<file path="src/rtl/rotary_dial_encoder.sv">
// rotary_dial_encoder: quadrature encoder decoder for the vault controller.
// Two-flop synchroniser, debounce, Gray-step decode, detent accumulator and
// a wrapping 0..CODE_MAX dial position. Optional zero button: DIAL_ZERO_EN.
module rotary_dial_encoder #(
  parameter int unsigned DEBOUNCE_CYCLES  = 4,
  parameter int unsigned STEPS_PER_DETENT = 4,
  parameter int unsigned CODE_MAX         = 31
) (
  input  logic       clock,
  input  logic       reset,
  input  logic       quad_a,
  input  logic       quad_b,
`ifdef DIAL_ZERO_EN
  input  logic       zero_btn,
`endif
  output logic       direction,
  output logic [4:0] vault_code,
  output logic       step_pulse,
  output logic       quad_error
);

  localparam int unsigned CNT_W = (DEBOUNCE_CYCLES < 2) ? 1 : $clog2(DEBOUNCE_CYCLES + 1);
  localparam logic [CNT_W-1:0] CNT_LAST = CNT_W'(DEBOUNCE_CYCLES - 1);
  localparam logic signed [2:0] SUB_MAX = 3'(STEPS_PER_DETENT - 1);
  localparam logic [5:0] CODE_MAX_6 = 6'(CODE_MAX);

  typedef enum logic [1:0] {
    MOVE_NONE    = 2'd0,
    MOVE_CW      = 2'd1,
    MOVE_ILLEGAL = 2'd2,
    MOVE_CCW     = 2'd3
  } move_e;

  // Position of an A/B level along the clockwise cycle 00->01->11->10.
  function automatic logic [1:0] gray_pos(input logic [1:0] ab);
    case (ab)
      2'b00:   gray_pos = 2'd0;
      2'b01:   gray_pos = 2'd1;
      2'b11:   gray_pos = 2'd2;
      default: gray_pos = 2'd3;
    endcase
  endfunction

  logic [1:0]        ab_s1_q, ab_sync_q;
  logic [1:0]        ab_db_q, ab_db_d;
  logic [CNT_W-1:0]  cnt_q, cnt_d;
  logic signed [2:0] sub_q, sub_d;
  logic [4:0]        code_q, code_d;
  logic              dir_q, dir_d;
  logic              step_q, step_d;
  logic              err_q, err_d;
  logic              accept;
  move_e             move;
  logic [5:0]        code_up;
  logic [4:0]        code_next_up, code_next_dn;

`ifdef DIAL_ZERO_EN
  logic zero_s1_q, zero_sync_q, zero_prev_q;
  logic zero_edge;
  assign zero_edge = zero_sync_q & ~zero_prev_q;

  // Synchronise the zero button and remember its last level for edge detection.
  always_ff @(posedge clock) begin
    if (reset) begin
      zero_s1_q   <= 1'b0;
      zero_sync_q <= 1'b0;
      zero_prev_q <= 1'b0;
    end else begin
      zero_s1_q   <= zero_btn;
      zero_sync_q <= zero_s1_q;
      zero_prev_q <= zero_sync_q;
    end
  end
`endif

  // Step the dial up/down with the wrap done in 6 bits against CODE_MAX.
  assign move         = move_e'(gray_pos(ab_sync_q) - gray_pos(ab_db_q));
  assign code_up      = {1'b0, code_q} + 6'd1;
  assign code_next_up = (code_up > CODE_MAX_6) ? 5'd0 : code_up[4:0];
  assign code_next_dn = (code_q == 5'd0) ? CODE_MAX_6[4:0] : code_q - 5'd1;

  // Debounce, transition decode and detent accumulation.
  always_comb begin
    // NOTE: every signal driven here gets a default first, so no path can
    // leave one unassigned and infer a latch.
    ab_db_d = ab_db_q;
    cnt_d   = '0;
    sub_d   = sub_q;
    code_d  = code_q;
    dir_d   = dir_q;
    step_d  = 1'b0;
    err_d   = 1'b0;
    accept  = 1'b0;

    if (ab_sync_q != ab_db_q) begin
      if (cnt_q == CNT_LAST) begin
        accept  = 1'b1;
        ab_db_d = ab_sync_q;
      end else begin
        cnt_d = cnt_q + CNT_W'(1);
      end
    end

    if (accept) begin
      case (move)
        MOVE_CW: begin
          if (sub_q == SUB_MAX) begin
            sub_d  = '0;
            code_d = code_next_up;
            dir_d  = 1'b1;
            step_d = 1'b1;
          end else begin
            sub_d = sub_q + 3'sd1;
          end
        end
        MOVE_CCW: begin
          if (sub_q == -SUB_MAX) begin
            sub_d  = '0;
            code_d = code_next_dn;
            dir_d  = 1'b0;
            step_d = 1'b1;
          end else begin
            sub_d = sub_q - 3'sd1;
          end
        end
        MOVE_ILLEGAL: begin
          sub_d = '0;
          err_d = 1'b1;
        end
        default: ;
      endcase
    end

`ifdef DIAL_ZERO_EN
    // Zeroing beats a coincident detent: no pulse, direction kept.
    if (zero_edge) begin
      code_d = 5'd0;
      sub_d  = '0;
      dir_d  = dir_q;
      step_d = 1'b0;
    end
`endif
  end

  // State and registered outputs; reset returns everything to the idle 11 level.
  always_ff @(posedge clock) begin
    // NOTE: state is written with non-blocking assignments so every flop
    // samples pre-edge values regardless of statement order.
    if (reset) begin
      ab_s1_q   <= 2'b11;
      ab_sync_q <= 2'b11;
      ab_db_q   <= 2'b11;
      cnt_q     <= '0;
      sub_q     <= '0;
      code_q    <= 5'd0;
      dir_q     <= 1'b0;
      step_q    <= 1'b0;
      err_q     <= 1'b0;
    end else begin
      ab_s1_q   <= {quad_a, quad_b};
      ab_sync_q <= ab_s1_q;
      ab_db_q   <= ab_db_d;
      cnt_q     <= cnt_d;
      sub_q     <= sub_d;
      code_q    <= code_d;
      dir_q     <= dir_d;
      step_q    <= step_d;
      err_q     <= err_d;
    end
  end

  assign direction  = dir_q;
  assign vault_code = code_q;
  assign step_pulse = step_q;
  assign quad_error = err_q;

endmodule

</file>
<file path="config.mk">
export PLATFORM = sky130hd
export DESIGN_NAME = rotary_dial_encoder
export DESIGN_NICKNAME = d
export VERILOG_FILES = /design/src/rtl/rotary_dial_encoder.sv
export SDC_FILE = /design/constraint.sdc
export NUM_CORES = 1
export LEC_CHECK = 0
export CORE_UTILIZATION = 33
export DETAILED_ROUTE_END_ITERATION = 8
export PLACE_DENSITY_LB_ADDON = 0.05
export SETUP_SLACK_MARGIN = 0.5
export SYNTH_ARGS = -nofsm -noshare
export SYNTH_HDL_FRONTEND = slang
export SYNTH_SLANG_ARGS = --single-unit
</file>
<file path="constraint.sdc">
create_clock -name clock -period 2 [get_ports clock]
set_input_delay 0.3 -clock clock [delete_from_list [all_inputs] [get_ports clock]]
set_output_delay 0.3 -clock clock [all_outputs]
set_load 0.1 [all_outputs]
</file>
==> impl_summary.log <==
INFO  metric outcome = finished, violations left
INFO  metric failed_checks = negative setup slack
INFO  metric place.gp.congestion = 0.837
INFO  metric synthesis.area = 1170 um2
INFO  metric switching_power_of_the_nets = 181 uW
INFO  metric critPathMaxFanout = 5
INFO  metric top_level_i_o_count = 12
INFO  metric global_route_total_overflow = 0
INFO  metric timing.final.hold_violations = 0
INFO  metric clock_latency = 310 ps
INFO  metric yosys.cell_types.count = 41
INFO  metric criticalPathCategory = reg -> reg
INFO  metric cp_num_cells = 10
INFO  metric regToRegStartpoint = ab_db_q[0]
INFO  metric synthesis.nets = 151
INFO  metric dp_hpwl = 1.81 mm
INFO  metric post_dp_cell_area = 1440 um2
INFO  metric cp_data_arrival_time = 2280 ps
INFO  metric achievable-frequency = 484 MHz
INFO  metric initial_core_util = 34.8%
INFO  metric ctsHtreeMaxLevel = 1
INFO  metric crit_buf_inv = 3
INFO  metric fin_crit_share = 103%
INFO  metric worst_r2r_endpoint = vault_code[0]
INFO  metric drt_pre_antenna_iters = 4
INFO  metric most_frequently_used_cell_type_in_the_post_synthesis_netlist = sky130_fd_sc_hd__dfxtp_1
INFO  metric p_sw_share = 21.7%
INFO  metric cts_made_buffers = 3
INFO  metric asyncSetResetFlopFracSynth = 0%
INFO  metric power.leakage = 0.000660 uW
INFO  metric synthXorXnorAreaFrac = 4.17%
INFO  metric synthTopCellsByCount = 20 x sky130_fd_sc_hd__dfxtp_1, 16 x sky130_fd_sc_hd__nor2_1, 12 x sky130_fd_sc_hd__ha_1, 12 x sky130_fd_sc_hd__inv_1, 9 x sky130_fd_sc_hd__a21oi_1
INFO  metric hold_path_end = ab_sync_q[1]
INFO  metric worst_path_dominant_cell_family = adder cells
INFO  metric holdPathStages = 1
INFO  metric grt_antenna_before_repair = 0
INFO  metric number_of_routed_nets_with_antenna_violations = 0
INFO  metric synth-warning-count = 0
INFO  metric post-route-cell-area = 1580 um2
INFO  metric final.setup.worst_slack = -66.7 ps
INFO  metric synthTopCellsByArea = sky130_fd_sc_hd__dfxtp_1 34%, sky130_fd_sc_hd__ha_1 13%, sky130_fd_sc_hd__nor2_1 5.1%, sky130_fd_sc_hd__a21oi_1 3.9%, sky130_fd_sc_hd__inv_1 3.9%
INFO  metric port_buffers = 11
INFO  metric final_max_slew_viol_count = 0
INFO  metric setup.reg_to_reg.worst_slack = -70 ps
INFO  metric syn-instance-count = 135
INFO  metric p_comb_share = 10.1%
INFO  metric tightestPinTransition = 492 ps
INFO  metric synthDominantCellAreaShare = 34.2%
INFO  metric crit_slowest_cell = sky130_fd_sc_hd__dfxtp_2
INFO  metric power-per-cell-area = 527 nW/um2
INFO  metric startpoint_of_the_tightest_hold_check_path = ab_s1_q[1]
INFO  metric cp_cell_sequence = inv_2 > ha_4 > inv_2 > ha_4 > xnor3_2 > buf_4 > mux2i_4 > and2_4 > o211ai_1 > and3_1
INFO  metric clock_tree_from_tritoncts = built
INFO  metric worst_setup_hold_path_clk_slew = 130 ps
INFO  metric max-vdd-ir-drop = 0.261 mV
INFO  metric synth.ff_latch_count = 20
INFO  metric unrepaired_setup_endpoints_after_global_routing = yes
INFO  metric cts_root_buf = sky130_fd_sc_hd__clkbuf_4
INFO  metric ys.flop_type = sky130_fd_sc_hd__dfxtp_1
INFO  metric num-nets-final = 180
INFO  metric final_layout_size_suffix_gt1_share = 36.8%
INFO  metric area_added_between_synthesis_and_finish = 35.2%
INFO  metric required_time_of_the_critical_path = 2220 ps
INFO  metric dr.first_iter.drc_count = 58
INFO  metric path_class_of_the_lowest_slack_min_delay_path = reg -> reg
INFO  metric yosys.area_share.adder = 12.8%
INFO  metric synth.yosys.seq_area_share = 34.2%
INFO  metric startpoint_type = flip-flop
INFO  metric share_clk_of_total_power = 41.3%
INFO  metric max-clock-path-buffers = 2
INFO  metric maximum_number_of_pins_on_one_net_before_global_route_repair = 14
INFO  metric clock_sinks = 20
INFO  metric power_frac_seq = 48.6%
INFO  metric dieArea = 3790 um2
INFO  metric worst_r2r_path_depth = 10
INFO  metric vias_per_cell = 4.84
INFO  metric fillCellCount = 353
INFO  metric vertical_die_dimension = 61.5 um
INFO  metric cts.hold.buffers_added = 0
INFO  metric internal_power = 653 uW
INFO  metric synth_compound_area_share = 16.4%
INFO  metric grt_pass1_vias = 955
INFO  metric post_synth_and_or_nand_nor_area_fraction = 20.4%
INFO  metric finalSetupViolCount = 2
INFO  metric postRouteWirelength = 2.46 mm
INFO  metric drc_errors = 0
INFO  metric grt_first_pass_wirelength = 4.20 mm
INFO  metric worst_setup_path_end_kind = flip-flop
INFO  metric synthesized_area_per_cell = 8.67 um2
INFO  metric worst_slew_margin_rel = 67.1%
INFO  metric routed-via-count = 1011
INFO  metric core_area = 3360 um2
INFO  metric n_antenna_cell = 0
INFO  metric synth_enable_flop_cells = 0
INFO  metric die_width = 61.5 um
INFO  metric most_area_hungry_cell_type_in_the_yosys_netlist = sky130_fd_sc_hd__dfxtp_1
INFO  metric layout_min_cycle_time = 2070 ps
INFO  metric avgRoutedWirePerCell = 11.8 um
INFO  metric finClkSkew = 2.38 ps
INFO  metric num_rows = 21
INFO  metric synth.area.mux_share = 5.88%
INFO  metric synth_top_family_by_area = simple AND/OR/NAND/NOR gates
INFO  metric drv.max_cap_violation_count = 0
INFO  metric setup-tns-final = -70.6 ps
INFO  metric gr-usage-all-layers = 15.0%
INFO  metric slowest_delay = 370 ps
==> cell families after synthesis <==
kind of cell | Yosys count
xor+xnor | 4
flops | 20
buf+inv | 17
simple gates | 47
mux | 5
compound gates | 30
fa+ha+maj | 12
==> sequential cells by signal, indices dropped and copies added (netlist names) <==
signal,count
ab_s1_q,2
ab_sync_q,2
ab_db_q,2
quad_error,1
step_pulse,1
vault_code,5
direction,1
cnt_q,3
sub_q,3
==> what timing repair did <==
item	CTS	global route
endpoints found under the setup margin	11	11
resized for setup	8	4
pin swaps	10	2
endpoints found under the hold margin	0	0
buffers inserted	4	1
gates cloned	0	0
==> placed cells by master (no fill, tap or decap), drive strengths merged, types with 3 or more instances in the layout <==
master,instances
ha,12
nand2,9
buf,26
clkdlybuf4s50,3
o21ai,7
nor2,18
dfxtp,20
a21oi,9
inv,12
mux2i,3
nor3,3
or2,6
clkbuf,3
o211ai,3
==> power by group through the flow <==
| stage | Clock [uW] | Sequential, uW | Combinational (uW) |
|---|---|---|---|
| floorplan | 0 | 415 | 46.8 |
| global placement | 0 | 414 | 67.9 |
| detailed placement | 0 | 414 | 69.1 |
| CTS | 354 | 405 | 81.5 |
| global route | 370 | 406 | 92.6 |
| finish | 344 | 405 | 84.5 |
==> per-stage QoR <==
step,utilization (%),hold slack (ps),setup WS [ps],power (uW),instances
after floorplan,-,377,-3.87,462,135
after global placement,42.9,395,-80.7,482,200
after detailed placement,42.9,395,-105,483,200
after CTS,46.2,426,-30.3,841,208
after global routing,47.0,434,-211,869,209
final,47.0,424,-66.7,834,209
==> per-layer routing <==
layer | GRT usage (%) | vias up | wire length [um]
li1 | - | 522 | -
met1 | 19.4 | 470 | 1200
met2 | 25.0 | 17 | 1180
met3 | 1.89 | 2 | 62
met4 | 6.03 | 0 | 20
met5 | 0 | - | 0
==> final cells by class <==
type / count / area, um2 / share of cell area (%)
Tap cell: 46 / 57.6 / 3.64
Multi-Input combinational cell: 98 / 776 / 49.1
Inverter: 12 / 45.0 / 2.85
Clock buffer: 3 / 22.5 / 1.42
Timing Repair Buffer: 29 / 240 / 15.2
Sequential cell: 20 / 410 / 25.9
Clock inverter: 1 / 30.0 / 1.90
==> worst max path at each step <==
stage / from / slack [ps] / end
floorplan: ab_sync_q[0] / -4 / vault_code[2]
global placement: ab_sync_q[0] / -80 / vault_code[2]
detailed placement: ab_db_q[0] / -100 / vault_code[2]
CTS: ab_db_q[0] / -30 / vault_code[3]
global route: ab_db_q[0] / -210 / vault_code[3]
finish: ab_db_q[0] / -70 / vault_code[0]
Power figures use the tool's default switching activity.
